$ cat src/rtl/flit_sink_monitor_pkg.sv
// Shared definitions for the flit sink monitor: flit type codes, error codes, FSM states.
// Latency: n/a (definitions only).
// Backpressure: n/a.
package flit_sink_monitor_pkg;

  // Flit type field encodings (MSBs of the flit word)
  localparam int TYPE_NONE = 0;
  localparam int TYPE_HEAD = 1;
  localparam int TYPE_DATA = 2;
  localparam int TYPE_TAIL = 3;

  // Protocol error codes reported on err_code
  localparam logic [2:0] ERR_NONE     = 3'd0;
  localparam logic [2:0] ERR_ORPHAN   = 3'd1;
  localparam logic [2:0] ERR_NESTHEAD = 3'd2;
  localparam logic [2:0] ERR_VCHMIS   = 3'd3;
  localparam logic [2:0] ERR_BADTYPE  = 3'd4;
  localparam logic [2:0] ERR_LENOVF   = 3'd5;

  // Framing FSM: outside a packet, or between HEAD and TAIL
  typedef enum logic {
    ST_IDLE = 1'b0,
    ST_BODY = 1'b1
  } state_t;

  // A single flit may break several rules at once; report only the most severe.
  function automatic logic [2:0] pick_err(
    input logic lenovf,
    input logic vchmis,
    input logic nesthead,
    input logic orphan,
    input logic badtype
  );
    if (lenovf)        return ERR_LENOVF;
    else if (vchmis)   return ERR_VCHMIS;
    else if (nesthead) return ERR_NESTHEAD;
    else if (orphan)   return ERR_ORPHAN;
    else if (badtype)  return ERR_BADTYPE;
    else               return ERR_NONE;
  endfunction

endpackage

$ cat src/rtl/flit_sink_monitor_popcount.sv
// Combinational population count of a W-bit vector.
// Latency: 0 cycles (pure combinational).
// Backpressure: none.
module flit_popcount #(
  parameter int W  = 66,
  parameter int CW = $clog2(W + 1)
) (
  input  logic [W-1:0]  i_vec,
  output logic [CW-1:0] o_cnt
);

  logic [CW-1:0] w_sum;

  // Ripple sum of set bits; synthesis folds this into an adder tree
  always_comb begin
    w_sum = '0;
    for (int i = 0; i < W; i++) begin
      w_sum = w_sum + CW'(i_vec[i]);
    end
  end

  assign o_cnt = w_sum;

endmodule

$ cat src/rtl/flit_sink_monitor.sv
// Receive-side flit sink: framing checker, packet/flit counters, data-bus toggle accumulator.
// Latency: 1 cycle, all outputs registered from the flit sampled at the previous edge.
// Backpressure: none, every flit presented is consumed.
module flit_sink_monitor
  import flit_sink_monitor_pkg::*;
#(
  parameter int TYPEW  = 2,
  parameter int PAYW   = 64,
  parameter int VCHW   = 2,
  parameter int MAXLEN = 64,
  parameter int CNTW   = 32,
  parameter int ACCW   = 40
) (
  input  logic                    clk,
  input  logic                    rst_,
  input  logic [TYPEW+PAYW-1:0]   idata,
  input  logic                    ivalid,
  input  logic [VCHW-1:0]         ivch,
  input  logic                    clr,
  output logic                    busy,
  output logic [CNTW-1:0]         pkt_cnt,
  output logic [CNTW-1:0]         flit_cnt,
  output logic [7:0]              last_len,
  output logic [ACCW-1:0]         toggle_acc,
  output logic                    err,
  output logic [2:0]              err_code
);

  localparam int DW   = TYPEW + PAYW;
  localparam int PCW  = $clog2(DW + 1);
  localparam int LENW = $clog2(MAXLEN + 1);

  // Architectural state
  state_t            r_state;
  logic [LENW-1:0]   r_len;
  logic [VCHW-1:0]   r_vch;
  logic [DW-1:0]     r_prev;
  logic [CNTW-1:0]   r_pkt_cnt;
  logic [CNTW-1:0]   r_flit_cnt;
  logic [7:0]        r_last_len;
  logic [ACCW-1:0]   r_toggle_acc;
  logic              r_err;
  logic [2:0]        r_err_code;

  // Flit decode
  logic [TYPEW-1:0]  w_type;
  logic              w_is_head;
  logic              w_is_data;
  logic              w_is_tail;

  // Next-state decode
  state_t            w_next_state;
  logic [LENW-1:0]   w_next_len;
  logic [VCHW-1:0]   w_next_vch;
  logic              w_pkt_done;
  logic [LENW-1:0]   w_done_len;
  logic [31:0]       w_done_len32;
  logic [7:0]        w_last_len_sat;
  logic              w_orphan;
  logic              w_nesthead;
  logic              w_vchmis;
  logic              w_badtype;
  logic              w_lenovf;
  logic [2:0]        w_err_code;

  // Toggle accounting
  logic [DW-1:0]     w_diff;
  logic [PCW-1:0]    w_pop;
  logic [ACCW:0]     w_acc_sum;

  assign w_type    = idata[DW-1 -: TYPEW];
  assign w_is_head = (w_type == TYPEW'(TYPE_HEAD));
  assign w_is_data = (w_type == TYPEW'(TYPE_DATA));
  assign w_is_tail = (w_type == TYPEW'(TYPE_TAIL));

  // A TAIL completes a packet of the current length plus itself; this never exceeds MAXLEN
  assign w_done_len     = r_len + LENW'(1);
  assign w_done_len32   = 32'(w_done_len);
  assign w_last_len_sat = (w_done_len32 > 32'd255) ? 8'd255 : w_done_len32[7:0];

  // Framing rules: work out the next FSM state and which rules the current flit breaks
  always_comb begin
    w_next_state = r_state;
    w_next_len   = r_len;
    w_next_vch   = r_vch;
    w_pkt_done   = 1'b0;
    w_orphan     = 1'b0;
    w_nesthead   = 1'b0;
    w_vchmis     = 1'b0;
    w_badtype    = 1'b0;
    w_lenovf     = 1'b0;
    if (ivalid) begin
      case (r_state)
        ST_IDLE: begin
          if (w_is_head) begin
            w_next_state = ST_BODY;
            w_next_len   = LENW'(1);
            w_next_vch   = ivch;
          end else if (w_is_data || w_is_tail) begin
            w_orphan = 1'b1;
          end else begin
            w_badtype = 1'b1;
          end
        end
        ST_BODY: begin
          // Checked against the captured channel even for a nested HEAD
          w_vchmis = (ivch != r_vch);
          if (w_is_head) begin
            w_nesthead = 1'b1;
            w_next_len = LENW'(1);
            w_next_vch = ivch;
          end else if (w_is_data) begin
            w_next_len = r_len + LENW'(1);
          end else if (w_is_tail) begin
            w_pkt_done   = 1'b1;
            w_next_state = ST_IDLE;
            w_next_len   = '0;
          end else begin
            w_badtype = 1'b1;
          end
        end
        default: begin
          w_next_state = ST_IDLE;
          w_next_len   = '0;
        end
      endcase
      // Packet hit the length limit with no TAIL yet: abandon it, the rest arrives as orphans
      if (w_next_state == ST_BODY && w_next_len >= LENW'(MAXLEN)) begin
        w_lenovf     = 1'b1;
        w_next_state = ST_IDLE;
        w_next_len   = '0;
      end
    end
    w_err_code = pick_err(w_lenovf, w_vchmis, w_nesthead, w_orphan, w_badtype);
  end

  // FSM, packet/flit counters and sticky first-error capture
  always_ff @(posedge clk or negedge rst_) begin
    if (!rst_) begin
      r_state    <= ST_IDLE;
      r_len      <= '0;
      r_vch      <= '0;
      r_pkt_cnt  <= '0;
      r_flit_cnt <= '0;
      r_last_len <= '0;
      r_err      <= 1'b0;
      r_err_code <= ERR_NONE;
    end else if (clr) begin
      r_state    <= ST_IDLE;
      r_len      <= '0;
      r_vch      <= '0;
      r_pkt_cnt  <= '0;
      r_flit_cnt <= '0;
      r_last_len <= '0;
      r_err      <= 1'b0;
      r_err_code <= ERR_NONE;
    end else begin
      r_state <= w_next_state;
      r_len   <= w_next_len;
      r_vch   <= w_next_vch;
      if (ivalid && (r_flit_cnt != {CNTW{1'b1}})) begin
        r_flit_cnt <= r_flit_cnt + CNTW'(1);
      end
      if (w_pkt_done) begin
        if (r_pkt_cnt != {CNTW{1'b1}}) begin
          r_pkt_cnt <= r_pkt_cnt + CNTW'(1);
        end
        r_last_len <= w_last_len_sat;
      end
      if ((w_err_code != ERR_NONE) && !r_err) begin
        r_err      <= 1'b1;
        r_err_code <= w_err_code;
      end
    end
  end

  assign w_diff = idata ^ r_prev;

  flit_popcount #(
    .W  (DW),
    .CW (PCW)
  ) u_popcount (
    .i_vec (w_diff),
    .o_cnt (w_pop)
  );

  // One guard bit catches accumulator overflow so it can pin at all-ones
  assign w_acc_sum = {1'b0, r_toggle_acc} + (ACCW+1)'(w_pop);

  // Bus switching activity, every cycle regardless of ivalid
  always_ff @(posedge clk or negedge rst_) begin
    if (!rst_) begin
      r_prev       <= '0;
      r_toggle_acc <= '0;
    end else if (clr) begin
      r_prev       <= idata;
      r_toggle_acc <= '0;
    end else begin
      r_prev       <= idata;
      r_toggle_acc <= w_acc_sum[ACCW] ? {ACCW{1'b1}} : w_acc_sum[ACCW-1:0];
    end
  end

  assign busy       = (r_state == ST_BODY);
  assign pkt_cnt    = r_pkt_cnt;
  assign flit_cnt   = r_flit_cnt;
  assign last_len   = r_last_len;
  assign toggle_acc = r_toggle_acc;
  assign err        = r_err;
  assign err_code   = r_err_code;

endmodule

$ cat config.mk
export PLATFORM = sky130hd
export DESIGN_NAME = flit_sink_monitor
export DESIGN_NICKNAME = d
export VERILOG_FILES = /design/src/rtl/flit_sink_monitor_pkg.sv /design/src/rtl/flit_sink_monitor_popcount.sv /design/src/rtl/flit_sink_monitor.sv
export SDC_FILE = /design/constraint.sdc
export NUM_CORES = 1
export LEC_CHECK = 0
export CAP_MARGIN = 20
export CORE_MARGIN = 8
export CORE_UTILIZATION = 38
export DETAILED_ROUTE_END_ITERATION = 7
export GPL_ROUTABILITY_DRIVEN = 0
export GPL_TIMING_DRIVEN = 0
export PLACE_DENSITY = 0.67
export SLEW_MARGIN = 20
export SYNTH_ARGS = -nofsm -noshare
export SYNTH_HDL_FRONTEND = slang
export SYNTH_SLANG_ARGS = --single-unit
$ cat constraint.sdc
create_clock -name clk -period 11.6 [get_ports clk]
set_input_delay 2.32 -clock clk [delete_from_list [all_inputs] [get_ports clk]]
set_output_delay 2.32 -clock clk [all_outputs]
set_load 0.02 [all_outputs]
==> metrics.cfg, run 1 <==
[cells_and_area]
final_area_um2 = 13600
layout_commonest_cell = dfrtp_1
area_growth_pct = 28.4
antennaDiodeCount = 0
drive_gt1_share_pct = 4.27
layout_common_cells = dfrtp_1 (191), clkdlybuf4s50_1 (186), nor2_1 (102)
layout.nets = 1382

[setup_path]
endpoint_kind = register
cp.required_ns = 11.94
path_class = input port to register
cp_max_fo = 12
r2r-end = toggle_acc[4]$_DFF_PN0_
start_kind = input port
rr_startpoint = r_prev[0]$_DFF_PN0_
r2r_setup_slack_ns = 2.81
reg2reg_depth = 25
crit_start = idata[64]
worstPathArrival_ns = 11.32

[hold_path]
worstHoldPathType = register to register
hold_depth = 1
hold_start = pkt_cnt[0]$_DFFE_PN0P_
min_delay_worst_endpoint = pkt_cnt[0]$_DFFE_PN0P_

[clock_tree]
cts_tree = yes
cts_sinks = 191
ctsResizeCount = 0
clk_latency_ns = 0.43
cts_setup_buffers = 0
ctsLongestPathBuffers = 2
ctsHoldBuffers = 0
clk_pin_slew_ns = 0.07
numCtsBuffers = 17
clock-root-buffer = clkbuf_16
cts_htree_levels = 4

[route]
drt_first_pass_iters = 5
drt-initial-drc-count = 560
drt_wl_total_um = 27500
vias = 8101
route.detailed.drc = 0
vias_per_cell = 5.01
wl_per_cell_um = 17.0
ant_nets = 0

[flow_run]
drv_cap = 0

[placement]
portBuffers = 187
placed_cell_area_um2 = 13000
dp_hpwl_um = 20900

[sta]
relSlewSlack_pct = 32.5
slew_viol_final = 0
min_period_ns = 10.99
finClkSkew_ns = 0.0184
fmax_mhz = 91.0
tightest_slew_ns = 1.00
timing_hold_violations_final = 0
post-route-period-util_pct = 94.7
setup_violations = 0
rsz0062_at_grt = false

[logic_synthesis]
ys.flop_type = dfrtp_1
synth_fp_nets = 1175
synthTopCellsByArea = dfrtp_1 (45%), fa_1 (11%), xor2_1 (6.5%)
synth_warnings = 0
seq_area_frac_synth_pct = 45.0
synth_area_leader_cell = dfrtp_1
netlist_instances = 1021
synth_edf_count = 0
syn_area_per_cell_um2 = 10.4
synth_top_area_share_pct = 45.0
ys_seq_elements = 191
synth_cell_type_count = 56
synth_area_um2 = 10600
synthArstFlopShare_pct = 100

[global_route]
first_global_vias = 8469
grt_overflow = 0
antenna_found_initial = 0
grt_first_pass_wirelength_um = 45600
grt_usage_pct = 16.9
grt_max_degree = 90

[run_status]
status = finished, final reports clean

[die]
rows = 61
fp.dieH_um = 183
pin_count = 189
core_um2 = 27600
die_width_um = 183
dieArea_um2 = 33600
start_util_pct = 38.5

==> worst max path at each step <==
stage | endpoint | slack (ns) | cells after the start
floorplan | toggle_acc[35]$_DFF_PN0_ | 1.71 | 25
global placement | flit_cnt[21]$_DFFE_PN0P_ | -0.15 | 1
detailed placement | toggle_acc[4]$_DFF_PN0_ | -0.21 | 29
CTS | toggle_acc[4]$_DFF_PN0_ | 0.24 | 29
global route | toggle_acc[10]$_DFF_PN0_ | 0.04 | 28
finish | toggle_acc[4]$_DFF_PN0_ | 0.61 | 28
==> synth_stat cells (4+ instances only) <==
cell and number:
ha_1 25, a21o_1 9, o21ai_0 30, a21oi_1 51, o31ai_1 5, xnor2_1 77, dfrtp_1 191, nor3b_1 4
nor2b_1 7, mux2i_1 6, o211ai_1 4, fa_1 57, xor2_1 79, nor4_1 10, nor3_1 30, inv_1 66
and3_1 16, o21a_1 4, nor2_1 102, nand3_1 49, nand2_1 59, clkbuf_1 28, a211oi_1 12, nand4_1 29
nand2b_1 4, or3_1 16
==> logic make-up after synthesis <==
logic type / after synthesis / share of synthesized area, %
simple gates: 348 / 16.3
mux: 6 / 0.565
xor+xnor: 156 / 12.9
compound gates: 137 / 7.95
fa+ha+maj: 82 / 13.7
flops: 191 / 45.0
buf+inv: 100 / 3.60
other cells: 1 / 0.0353
==> critical path: stages <==
cell and delay [ns]:
clkdlybuf4s50_1 0.66, clkbuf_2 0.33, xor2_1 0.30, fa_1 0.49
fa_1 0.50, inv_1 0.06, fa_1 0.55, fa_1 0.43
fa_1 0.52, inv_1 0.05, fa_1 0.48, inv_1 0.06
fa_1 0.53, fa_1 0.53, fa_1 0.50, fa_1 0.43
inv_1 0.07, a21o_1 0.11, a21oi_1 0.09, xnor2_1 0.14
ha_1 0.34, o211ai_1 0.14, o211ai_1 0.27, nand2_1 0.34
nor2_1 0.24, nand4_1 0.31, clkbuf_1 0.33, a21oi_1 0.20
==> layer usage <==
metal | GRT usage, % | share of wire, % | vias up | wire length, um
li1 | - | - | 3870 | -
met3 | 2.77 | 3.8 | 28 | 1040
met5 | 0 | 0 | - | 0
met1 | 23.2 | 47 | 4011 | 12800
met4 | 4.20 | 1.5 | 0 | 404
met2 | 27.5 | 48 | 192 | 13200
==> through the flow <==
| step | util, % | setup TNS [ns] | instances | hold slack [ns] | worst slack (ns) |
|---|---|---|---|---|---|
| 2_1_floorplan | - | 0 | 1021 | 0.511 | 1.71 |
| 3_3_place_gp | 46.9 | -24.32 | 1586 | 0.521 | -0.152 |
| 3_5_place_dp | 47.2 | -3.14 | 1588 | 0.528 | -0.215 |
| 4_1_cts | 49.4 | 0 | 1619 | 0.544 | 0.243 |
| 5_1_grt | 49.4 | 0 | 1618 | 0.557 | 0.0437 |
| 6_report | 49.4 | 0 | 1618 | 0.543 | 0.614 |
==> cell type report <==
class	count	area [um2]
plain buffers	33	133
clock buffers	18	439
clock inverters	13	171
fillers	2591	14000
inverters	66	248
multi-input cells	730	5470
flip-flops and latches	191	4780
well taps	378	473
repair buffers	189	1930
==> registers in the layout, summed over array words and instances, names as in the netlist <==
name and count:
r_prev 66, toggle_acc 40, flit_cnt 32, pkt_cnt 32
last_len 7, r_len 7, err_code 3, r_vch 2
busy 1, err 1
Power of run 1 is left out: the tool's default activity adds up to more than one toggle a clock period on the data nets, which glitch-free logic cannot reach.
==> inputs of run 2 (changes only) <==
--- a/config.mk
+++ b/config.mk
@@ -8,10 +8,12 @@
 export CAP_MARGIN = 20
 export CORE_MARGIN = 8
 export CORE_UTILIZATION = 38
+export CTS_CLUSTER_SIZE = 14
 export DETAILED_ROUTE_END_ITERATION = 7
 export GPL_ROUTABILITY_DRIVEN = 0
 export GPL_TIMING_DRIVEN = 0
 export PLACE_DENSITY = 0.67
+export REMOVE_ABC_BUFFERS = 1
 export SLEW_MARGIN = 20
 export SYNTH_ARGS = -nofsm -noshare
 export SYNTH_HDL_FRONTEND = slang
==> run 2 against run 1 <==
  * Global-route usage fell by 1.6 points
  * Routed wire length down 9.4%
  * Register-to-register slack lost 0.10 ns
  * Clock-buffer cell count did not move
  * Via count is 1.7% lower
  * Critical path type unchanged
  * Critical endpoint is now toggle_acc[11]$_DFF_PN0_
==> metrics.cfg, run 2 (synthesis results as in run 1) <==
[clock_tree]
cts_setup_buffers = 0  ; unchanged
ctsResizeCount = 0  ; unchanged
cts_htree_levels = 4  ; unchanged
cts_sinks = 191  ; unchanged
clk_pin_slew_ns = 0.08  ; about the same
clk_latency_ns = 0.44  ; about the same
ctsHoldBuffers = 0  ; unchanged
ctsLongestPathBuffers = 2  ; unchanged
clock-root-buffer = clkbuf_16
cts_tree = yes
numCtsBuffers = 17  ; unchanged

[cells_and_area]
final_area_um2 = 13500  ; -0.69%
regMostFlops = r_prev
area_growth_pct = 27.5
antennaDiodeCount = 0  ; unchanged
multi_input_area_um2 = 5470  ; +0.11%
layout.nets = 1352  ; -2.2%
drive_gt1_share_pct = 4.29  ; +0.020 points
layout_common_cells = dfrtp_1 (191), clkdlybuf4s50_1 (185), nor2_1 (102)
largest_reg_flops = 66  ; unchanged
n_fill_cell = 2581  ; -0.39%
layout_commonest_cell = dfrtp_1
regArea_um2 = 4780  ; unchanged

[die]
die_width_um = 183  ; unchanged
rows = 61  ; unchanged
fp.dieH_um = 183  ; unchanged
core_um2 = 27600  ; unchanged
start_util_pct = 38.5  ; unchanged
dieArea_um2 = 33600  ; unchanged
pin_count = 189  ; unchanged

[global_route]
grt_overflow = 0  ; unchanged
grt_usage_pct = 15.3  ; -1.6 points
grt_max_degree = 94  ; +4.4%
first_global_vias = 8168  ; -3.6%
grt_first_pass_wirelength_um = 42200  ; -7.5%
antenna_found_initial = 0  ; unchanged

[sta]
finClkSkew_ns = 0.0182  ; -0.000238 ns
fmax_mhz = 90.9  ; -0.14%
timing_hold_violations_final = 0  ; unchanged
relSlewSlack_pct = 28.2  ; -4.3 points
tightest_slew_ns = 1.07  ; +0.0707 ns
post-route-period-util_pct = 94.8  ; +0.13 points
slew_viol_final = 0  ; unchanged
min_period_ns = 11.00  ; +0.0151 ns
setup_violations = 0  ; unchanged
rsz0062_at_grt = false

[route]
vias = 7962  ; -1.7%
route.detailed.drc = 0  ; unchanged
drt_wl_total_um = 24900  ; -9.4%
drt_first_pass_iters = 5  ; unchanged
wl_per_cell_um = 15.7  ; -7.7%
ant_nets = 0  ; unchanged
vias_per_cell = 5.01  ; about the same
drt-initial-drc-count = 473  ; -16%

[hold_path]
worstHoldPathType = register to register
hold_depth = 2  ; +1

[placement]
portBuffers = 187  ; unchanged
placed_cell_area_um2 = 12900  ; -0.82%
dp_hpwl_um = 18000  ; -14%

[run_status]
status = finished, final reports clean

[setup_path]
cp_max_fo = 18  ; +6
cp.required_ns = 11.94  ; about the same
path_class = input port to register
reg2reg_depth = 24  ; -4.0%
start_kind = input port
endpoint_kind = register
worstPathArrival_ns = 11.34  ; +0.02 ns

[flow_run]
drv_cap = 0  ; unchanged

-- run 2: final timing paths --
check                                        start                       end  slack, ns
hold reg to reg            err_code[1]$_DFFE_PN0P_   err_code[1]$_DFFE_PN0P_       0.52
setup / recovery                         idata[64]  toggle_acc[11]$_DFF_PN0_       0.60
setup reg to reg               r_prev[0]$_DFF_PN0_  toggle_acc[11]$_DFF_PN0_       2.71
hold / removal             err_code[1]$_DFFE_PN0P_   err_code[1]$_DFFE_PN0P_       0.52
max in group asynchronous                     rst_  toggle_acc[22]$_DFF_PN0_       9.22
min in group asynchronous                     rst_  flit_cnt[26]$_DFFE_PN0P_       1.67
-- run 2: critical path, cell delays in order --
cell	delay (ns)
clkdlybuf4s50_1	0.90
xor2_1	0.29
fa_1	0.48
fa_1	0.50
inv_1	0.06
fa_1	0.56
fa_1	0.44
fa_1	0.52
inv_1	0.05
fa_1	0.47
inv_1	0.06
fa_1	0.50
fa_1	0.53
fa_1	0.49
fa_1	0.43
inv_1	0.07
a21o_1	0.11
a21oi_1	0.09
xnor2_1	0.14
ha_1	0.35
o211ai_1	0.13
o211ai_1	0.23
nand2_1	0.35
nor2_1	0.37
nand4_1	0.55
a21oi_1	0.33
-- run 2: routing by layer --
metal / routed length [um] / up-vias / global-route usage (%)
li1: - / 3807 / -
met1: 11400 / 3967 / 20.2
met4: 241 / 0 / 3.64
met2: 12000 / 172 / 25.0
met5: 0 / - / 0
met3: 1270 / 16 / 3.72
-- run 2: stage by stage --
stage / hold WS, ns / utilization [%] / setup TNS (ns) / instances / worst slack (ns)
after global placement: 0.501 / 46.4 / -53.74 / 1552 / -0.281
after floorplan: 0.511 / - / 0 / 987 / 1.59
final: 0.518 / 49.0 / 0 / 1589 / 0.599
after CTS: 0.522 / 49.0 / 0 / 1587 / 0.337
after detailed placement: 0.504 / 46.8 / -2.15 / 1555 / -0.122
after global routing: 0.558 / 49.0 / 0 / 1589 / 0.120
-- run 2: layout make-up --
| class | count | share of cell area [%] |
|---|---|---|
| Clock buffer | 18 | 3.24 |
| Multi-Input combinational cell | 731 | 40.4 |
| Tap cell | 378 | 3.49 |
| Inverter | 66 | 1.83 |
| Timing Repair Buffer | 191 | 14.5 |
| Sequential cell | 191 | 35.3 |
| Clock inverter | 14 | 1.24 |
Power of run 2 is left out for the same reason.
